File: src/rtl/bcd_pkg.sv
// Shared definitions for the binary-to-BCD converter: FSM state
// encoding, digit width, add-3 threshold and the bit-counter width.
package bcd_pkg;

    localparam int DIGIT_W = 4;

    // A digit at or above this value is corrected before the next shift
    localparam logic [DIGIT_W-1:0] ADD3_THRESH = 4'd5;
    localparam logic [DIGIT_W-1:0] ADD3_VALUE  = 4'd3;

    // Wide enough to hold the largest supported BIN_W (32)
    localparam int CNT_W = 6;

    typedef enum logic [1:0] {
        IDLE = 2'd0,
        CONV = 2'd1,
        DONE = 2'd2
    } state_t;

endpackage

File: src/rtl/bcd_digit_adj.sv
// Single-digit double-dabble correction: adds 3 to a BCD digit that is
// 5 or more, so that the following left shift carries into the next digit.
module bcd_digit_adj
    import bcd_pkg::*;
(
    input  logic [DIGIT_W-1:0] digit_i,
    output logic [DIGIT_W-1:0] digit_o
);

    // Pass the digit through unless it would overflow after doubling
    always_comb begin
        digit_o = digit_i;
        if (digit_i >= ADD3_THRESH) begin
            digit_o = digit_i + ADD3_VALUE;
        end
    end

endmodule

File: src/rtl/bin_to_bcd_param.sv
// Sequential double-dabble binary-to-BCD converter with valid/ready
// handshakes on both sides. One operand bit is consumed per clock, so a
// conversion takes BIN_W cycles. Digits shifted past the top digit set a
// sticky overflow flag and the result is the magnitude modulo 10^DIGITS.
// Optional build macro: BIN_TO_BCD_SIGNED_EN (two's complement operand,
// magnitude converted and sign reported separately).
module bin_to_bcd_param
    import bcd_pkg::*;
#(
    parameter int BIN_W  = 12,
    parameter int DIGITS = 4
) (
    input  logic                        clk,
    input  logic                        reset_n,
    input  logic                        in_valid,
    output logic                        in_ready,
    input  logic [BIN_W-1:0]            binary,
    output logic                        out_valid,
    input  logic                        out_ready,
    output logic [DIGIT_W*DIGITS-1:0]   bcd,
    output logic                        overflow,
    output logic                        sign
);

    localparam int BCD_W = DIGIT_W * DIGITS;
    localparam int SR_W  = BCD_W + BIN_W;

    state_t            state_q, state_d;
    logic [SR_W-1:0]   shift_q, shift_d;
    logic [CNT_W-1:0]  cnt_q, cnt_d;
    logic              ovf_q, ovf_d;
    logic              sign_q, sign_d;

    logic [BIN_W-1:0]  magnitude;
    logic              operand_sign;
    logic [BCD_W-1:0]  adj_digits;
    logic [SR_W-1:0]   adj_reg;

`ifdef BIN_TO_BCD_SIGNED_EN
    // Two's complement magnitude; the most negative value maps onto an
    // unsigned BIN_W-bit magnitude exactly, so no extra bit is needed
    always_comb begin
        operand_sign = binary[BIN_W-1];
        magnitude    = binary;
        if (operand_sign) begin
            magnitude = ~binary + BIN_W'(1);
        end
    end
`else
    // Unsigned operand: the magnitude is the operand itself
    always_comb begin
        operand_sign = 1'b0;
        magnitude    = binary;
    end
`endif

    // One correction cell per BCD digit of the shift register
    for (genvar i = 0; i < DIGITS; i++) begin : g_adj
        bcd_digit_adj u_adj (
            .digit_i (shift_q[BIN_W + DIGIT_W*i +: DIGIT_W]),
            .digit_o (adj_digits[DIGIT_W*i +: DIGIT_W])
        );
    end

    assign adj_reg = {adj_digits, shift_q[BIN_W-1:0]};

    // Next-state, datapath update and handshake outputs
    always_comb begin
        state_d   = state_q;
        shift_d   = shift_q;
        cnt_d     = cnt_q;
        ovf_d     = ovf_q;
        sign_d    = sign_q;
        in_ready  = 1'b0;
        out_valid = 1'b0;
        case (state_q)
            IDLE: begin
                in_ready = 1'b1;
                if (in_valid) begin
                    shift_d = {{BCD_W{1'b0}}, magnitude};
                    cnt_d   = CNT_W'(BIN_W);
                    ovf_d   = 1'b0;
                    sign_d  = operand_sign;
                    state_d = CONV;
                end
            end
            CONV: begin
                shift_d = {adj_reg[SR_W-2:0], 1'b0};
                cnt_d   = cnt_q - CNT_W'(1);
                ovf_d   = ovf_q | adj_reg[SR_W-1];
                if (cnt_q == CNT_W'(1)) begin
                    state_d = DONE;
                end
            end
            DONE: begin
                out_valid = 1'b1;
                if (out_ready) begin
                    state_d = IDLE;
                end
            end
            default: begin
                state_d = IDLE;
            end
        endcase
    end

    // State and datapath registers; reset clears everything immediately
    always_ff @(posedge clk or negedge reset_n) begin
        if (!reset_n) begin
            state_q <= IDLE;
            shift_q <= '0;
            cnt_q   <= '0;
            ovf_q   <= 1'b0;
            sign_q  <= 1'b0;
        end else begin
            state_q <= state_d;
            shift_q <= shift_d;
            cnt_q   <= cnt_d;
            ovf_q   <= ovf_d;
            sign_q  <= sign_d;
        end
    end

    assign bcd      = shift_q[SR_W-1 -: BCD_W];
    assign overflow = ovf_q;
    assign sign     = sign_q;

endmodule

File: config.mk
export PLATFORM = sky130hd
export DESIGN_NAME = bin_to_bcd_param
export DESIGN_NICKNAME = d
export VERILOG_FILES = /design/src/rtl/bcd_pkg.sv /design/src/rtl/bcd_digit_adj.sv /design/src/rtl/bin_to_bcd_param.sv
export SDC_FILE = /design/constraint.sdc
export NUM_CORES = 1
export LEC_CHECK = 0
export BUFFER_PORTS_ARGS = -buffer_cell sky130_fd_sc_hd__buf_2
export CAP_MARGIN = 30
export CORE_ASPECT_RATIO = 1.5
export CORE_MARGIN = 2
export CORE_UTILIZATION = 35
export CTS_CLUSTER_DIAMETER = 60
export DETAILED_ROUTE_END_ITERATION = 8
export PLACE_DENSITY = 0.6
export SLEW_MARGIN = 20
export SYNTH_ARGS = -nofsm -noshare
export SYNTH_HDL_FRONTEND = slang
export SYNTH_SLANG_ARGS = --single-unit
File: constraint.sdc
create_clock -name clk -period 1.6 [get_ports clk]
set_input_delay 0.16 -clock clk [delete_from_list [all_inputs] [get_ports clk]]
set_output_delay 0.16 -clock clk [all_outputs]
set_load 0.1 [all_outputs]
## Word level (Yosys, flattened, before mapping)

Cells that the tools add are included.

| storage, ports and cells | value |
|---|---|
| RAM bits | 0 |
| bits in latches | 0 |
| memories kept | 0 |
| bits in registers | 37 |
| input bits | 16 |
| bits in read-only memories | 0 |

| cells by class | value |
|---|---|
| multiply operators | 0 |
| equal/unequal tests | 6 |
| shifts and indexed selects | 0 |
| magnitude comparators | 4 |
| add/sub/neg operators | 5 |
| multiplexer cells | 16 |
| bitwise operators | 1 |
| reductions and logical operators | 4 |
| divide/modulo/power cells | 0 |

Operators with widths:

| operator | number |
|---|---|
| 28-bit one-hot mux with 2 select lines | 1 |
| 28-bit two-way mux | 1 |
| 4-bit by 2-bit adder with 4-bit output (second input constant) | 4 |
| 4-bit by 3-bit >= comparator with 1-bit output (second input constant) | 4 |
| 4-bit two-way mux | 4 |
| 6-bit one-hot mux with 2 select lines | 1 |
| 6-bit by 1-bit equality test with 1-bit output (second input constant) | 1 |
| 2-bit two-way mux | 3 |
| 6-bit two-way mux | 1 |
| 2-bit != test (second input constant) | 3 |
| 2-bit one-hot mux with 3 select lines | 1 |
| 6-bit by 1-bit subtractor with 6-bit output (second input constant) | 1 |
| 1-bit two-way mux | 3 |
| 3-bit AND reduction | 1 |
| 2-bit by 1-bit equality test with 1-bit output (second input constant) | 1 |
| 2-bit equality test (second input constant) | 1 |
| 2-bit logical NOT | 1 |
| 1-bit one-hot mux with 2 select lines | 1 |
| 2-bit AND reduction | 1 |
| 2-bit nonzero test | 1 |
| 1-bit OR | 1 |

## Depth between registers and ports, before layout

| depth | value |
|---|---|
| word-level depth | 4 |
| gate-level depth with buffers | 5 |

## Cells and area by module

A second synthesis with hierarchy kept.

| unflattened totals | value |
|---|---|
| cell total of the unflattened synthesis | 247 |
| area total of the unflattened synthesis | 2119.5 µm² |

By module, submodules not included:

| module | area an instance (µm²) | instances | cells each |
|---|---|---|---|
| bin_to_bcd_param | 1714.1 | 1 | 183 |
| bcd_digit_adj | 101.3 | 4 | 16 |

## Least setup slack after synthesis

OpenSTA, ideal clock, no wires.

| timing | value |
|---|---|
| path kind | register to register |
| start point | reg state_q[0] |
| end point | reg state_q[1] |
| stages on the path, launching flop included | 5 |
| library setup time | 0.083 ns |
| arrival | 2.094 ns |
| slack | -0.577 ns |
| path through | dfrtp_1 > buf_2 > nor2b_1 > nand2b_1 > o21ai_0 |

| on the way | value |
|---|---|
| longest elaborated chain between the ends | 3 |
| elaborated cells on any way between the ends | 8 |
| those cells by class | eq/ne (5); mux (1); reduce/logical (2) |

RTL lines:

| element | line | source |
|---|---|---|
| start: declaration | bin_to_bcd_param.sv:28 | `state_t state_q, state_d;` |
| start signal: assignment | bin_to_bcd_param.sv:116 | `state_q <= state_d;` |
| 2-bit by 1-bit equality test with 1-bit output, or another cell as far along | bin_to_bcd_param.sv:76 | `case (state_q)` |
| 2-bit != test (no source line) | n/a |  |
| 3-bit AND reduction (no source line) | n/a |  |

Parallel ways exist; a longest one is shown, timed or not.
A chain may end at the register's enable or synchronous reset.

## Worst setup path after layout

| timing | value |
|---|---|
| start point | reg shift_q[12] |
| end point | reg shift_q[14] |

| on the way | value |
|---|---|
| longest elaborated chain between the ends | 3 |
| elaborated cells on any way between the ends | 4 |
| those cells by class | add/sub (1); order compare (1); mux (2) |

RTL lines:

| element | line | source |
|---|---|---|
| start: declaration | bin_to_bcd_param.sv:29 | `logic [SR_W-1:0] shift_q, shift_d;` |
| start signal: assignment | bin_to_bcd_param.sv:117 | `shift_q <= shift_d;` |
| 4-bit by 2-bit adder with 4-bit output / 4-bit by 3-bit >= comparator with 1-bit output (equally long branches) | bcd_digit_adj.sv:14, bcd_digit_adj.sv:13 |  |
| 4-bit two-way mux (*) | bcd_digit_adj.sv:13 | `if (digit_i >= ADD3_THRESH) begin` |
| 28-bit one-hot mux with 2 select lines (*) | bin_to_bcd_param.sv:76 |  |

Every way passes the cells marked *; elsewhere a longest branch is shown, timed or not.

==> results.json <==
{
  "slew_violations": 0,
  "yosysWarnings": 0,
  "critical_path_depth": 5,
  "hpwlAfterDp_um": 3450,
  "drt-total-wl_um": 4600,
  "slowest_delay_ns": 0.43,
  "ios": 36,
  "insertion_delay_ns": 0.28,
  "core_area_um2": 6040,
  "drt_iter0_markers": 40,
  "relSlewSlack_pct": 46.6,
  "setup_slack_ns": 0.0944,
  "worstSetupEndpoint": "shift_q[14]$_DFFE_PN0P_",
  "drc": 0,
  "firstDrtPassIters": 4,
  "htree_levels": 2,
  "vias": 1710,
  "timing.rr.end": "shift_q[14]$_DFFE_PN0P_",
  "grt_max_degree": 22,
  "syn_area_um2": 2160,
  "postRouteAntennaNets": 0,
  "die_w_um": 68.1,
  "required_ns": 1.76,
  "clockBufferDepth": 2,
  "cts_tree": "built",
  "clockRootBuffer": "clkbuf_8",
  "timing.reg2reg.setup_slack_ns": 0.09,
  "numCtsBuffers": 5,
  "rows": 35,
  "start_kind": "flop",
  "drv_cap": 0,
  "dp.cells": 315,
  "ys_types": 38,
  "cp_data_arrival_time_ns": 1.67,
  "synth_area_leaders": "dfrtp_1 43%, buf_4 7.0%, ha_1 5.8%",
  "clkSlewWorstSetupHoldPaths_ns": 0.07,
  "drive_above_1_share_pct": 24.1,
  "dp_slack_ns": 0.0816,
  "cp_max_fo": 5,
  "yosysSeqAreaShare_pct": 42.9,
  "routedWlPerCell_um": 14.2,
  "syn_nets": 249,
  "ff2ff_path_depth": 5,
  "synth_top_area_share_pct": 42.9,
  "r2r_start": "shift_q[12]$_DFFE_PN0P_",
  "setup_tns_ns": 0,
  "synthCells": 223,
  "die-area_um2": 6820,
  "clock_sinks": 37,
  "tightest_slew_ns": 0.800,
  "hold_class": "input port to flop",
  "yosysTopAreaCell": "dfrtp_1",
  "antenna_found_initial": 0,
  "grt_setup_unrepaired": "no",
  "critPathSlowestCell": "dfrtp_1",
  "fin_crit_sh_pct": 94.1,
  "grt_pass1_vias": 1701,
  "crit_family": "compound AO/OA/AOI/OAI gates",
  "antenna_cells": 0,
  "grt_first_pass_wirelength_um": 7800,
  "crit_start": "shift_q[12]$_DFFE_PN0P_",
  "area_growth_pct": 14.5,
  "nets": 275,
  "gr-total-overflow": 0,
  "hold_violations": 0,
  "gp_congestion": 0.799,
  "cp.buffers_inverters": 1,
  "avgSynthCellArea_um2": 9.68,
  "synth.ff_latch_count": 37,
  "setup_viol": 0,
  "finalClockSkew_ns": 0.00499,
  "grt_use_total_pct": 14.8,
  "final_util_pct": 40.9,
  "stdcell_count": 323,
  "post-route-min-period_ns": 1.51,
  "crit_type": "flop to flop",
  "drt-vias-per-instance": 5.29,
  "endpoint_kind": "flop",
  "port_buffers": 34,
  "die_y_um": 100,
  "outcome": "complete, no violations",
  "path_cells": "inv_1, ha_1, nor2b_1, o21a_1, o311ai_0",
  "clock.fmax_ghz": 0.664,
  "initial_utilization_pct": 35.7
}
-- cell type report --
class,instances,area (um^2)
Sequential cell,37,926
Fill cell,621,3570
Multi-Input combinational cell,140,986
Clock buffer,7,86.3
Tap cell,74,92.6
Timing Repair Buffer,47,313
Inverter,18,67.6
-- stage by stage --
step / hold WS (ns) / area, um^2
floorplan: -0.136 / 2170
global placement: 0.0529 / 2370
detailed placement: 0.0506 / 2370
CTS: 0.102 / 2470
global route: 0.121 / 2470
finish: 0.101 / 2470
-- placed cells by master (no fill, tap or decap), drive strengths merged, types with 7 or more instances in the layout --
| master | synthesis | final |
|---|---|---|
| buf | 25 | 46 |
| dfrtp | 37 | 37 |
| nand2 | 24 | 24 |
| inv | 18 | 18 |
| o21ai | 18 | 18 |
| and3b | 11 | 11 |
| a21oi | 11 | 11 |
| ha | 10 | 10 |
| o2111ai | 8 | 8 |
| clkbuf | 3 | 7 |
-- cells by family after synthesis --
family	Yosys count	share of synthesized area, %
mux	3	1.39
fa+ha+maj	10	5.80
flops	37	42.9
other cells	1	0.174
buf+inv	46	12.1
compound gates	68	22.1
simple gates	54	14.0
xor+xnor	4	1.62
-- metal layers --
layer | vias to the layer above | GRT usage, % | routed length (um)
met2 | 32 | 25.4 | 2310
met4 | 0 | 4.31 | 65
met5 | - | 0 | 0
li1 | 833 | - | -
met3 | 5 | 3.03 | 155
met1 | 840 | 18.4 | 2060
-- synth_stat cells (all sizes together) --
library cell	count
a211oi	1
a21o	1
a21oi	11
a22o	1
a31oi	1
a32o	4
and2b	1
and3b	11
buf	25
clkbuf	3
conb	1
dfrtp	37
ha	10
inv	18
mux2i	3
nand2	24
nand2b	2
nand3	2
nor2	5
nor2b	5
nor3b	1
nor4	1
o2111ai	8
o21a	4
o21ai	18
o21ba	1
o21bai	1
o221ai	4
o22ai	1
o311ai	4
o31ai	5
o32ai	3
or3	1
or3b	1
xnor2	4
-- worst reg2reg max path, stage by stage, from the launching register on --
cell      delay [ns]
dfrtp_1         0.43
inv_1           0.10
ha_1            0.22
nor2b_1         0.16
o21a_1          0.20
o311ai_0        0.28
-- registers in the layout, indices dropped and copies added, names as in the netlist --
register / count
cnt_q: 6
state_q: 2
overflow: 1
shift_q: 28
-- what timing repair did --
action	4_1_cts	5_1_grt
setup endpoints to repair	0	8
hold buffers	1	0
endpoints found under the hold margin	9	0
buffers inserted	0	0
gates resized for setup	0	3
-- how the worst min path moves through the flow --
stage | start | end | slack [ns] | cells after the start
after floorplan | reset_n | cnt_q[0]$_DFFE_PN0P_ | -0.14 | 0
after global placement | reset_n | shift_q[3]$_DFFE_PN0P_ | 0.05 | 1
after detailed placement | reset_n | shift_q[3]$_DFFE_PN0P_ | 0.05 | 1
after CTS | binary[0] | shift_q[0]$_DFFE_PN0P_ | 0.10 | 2
after global routing | binary[0] | shift_q[0]$_DFFE_PN0P_ | 0.12 | 2
final | binary[0] | shift_q[0]$_DFFE_PN0P_ | 0.10 | 2
Power is left out: the tool's default activity adds up to more than one toggle a clock period on the data nets, which glitch-free logic cannot reach.
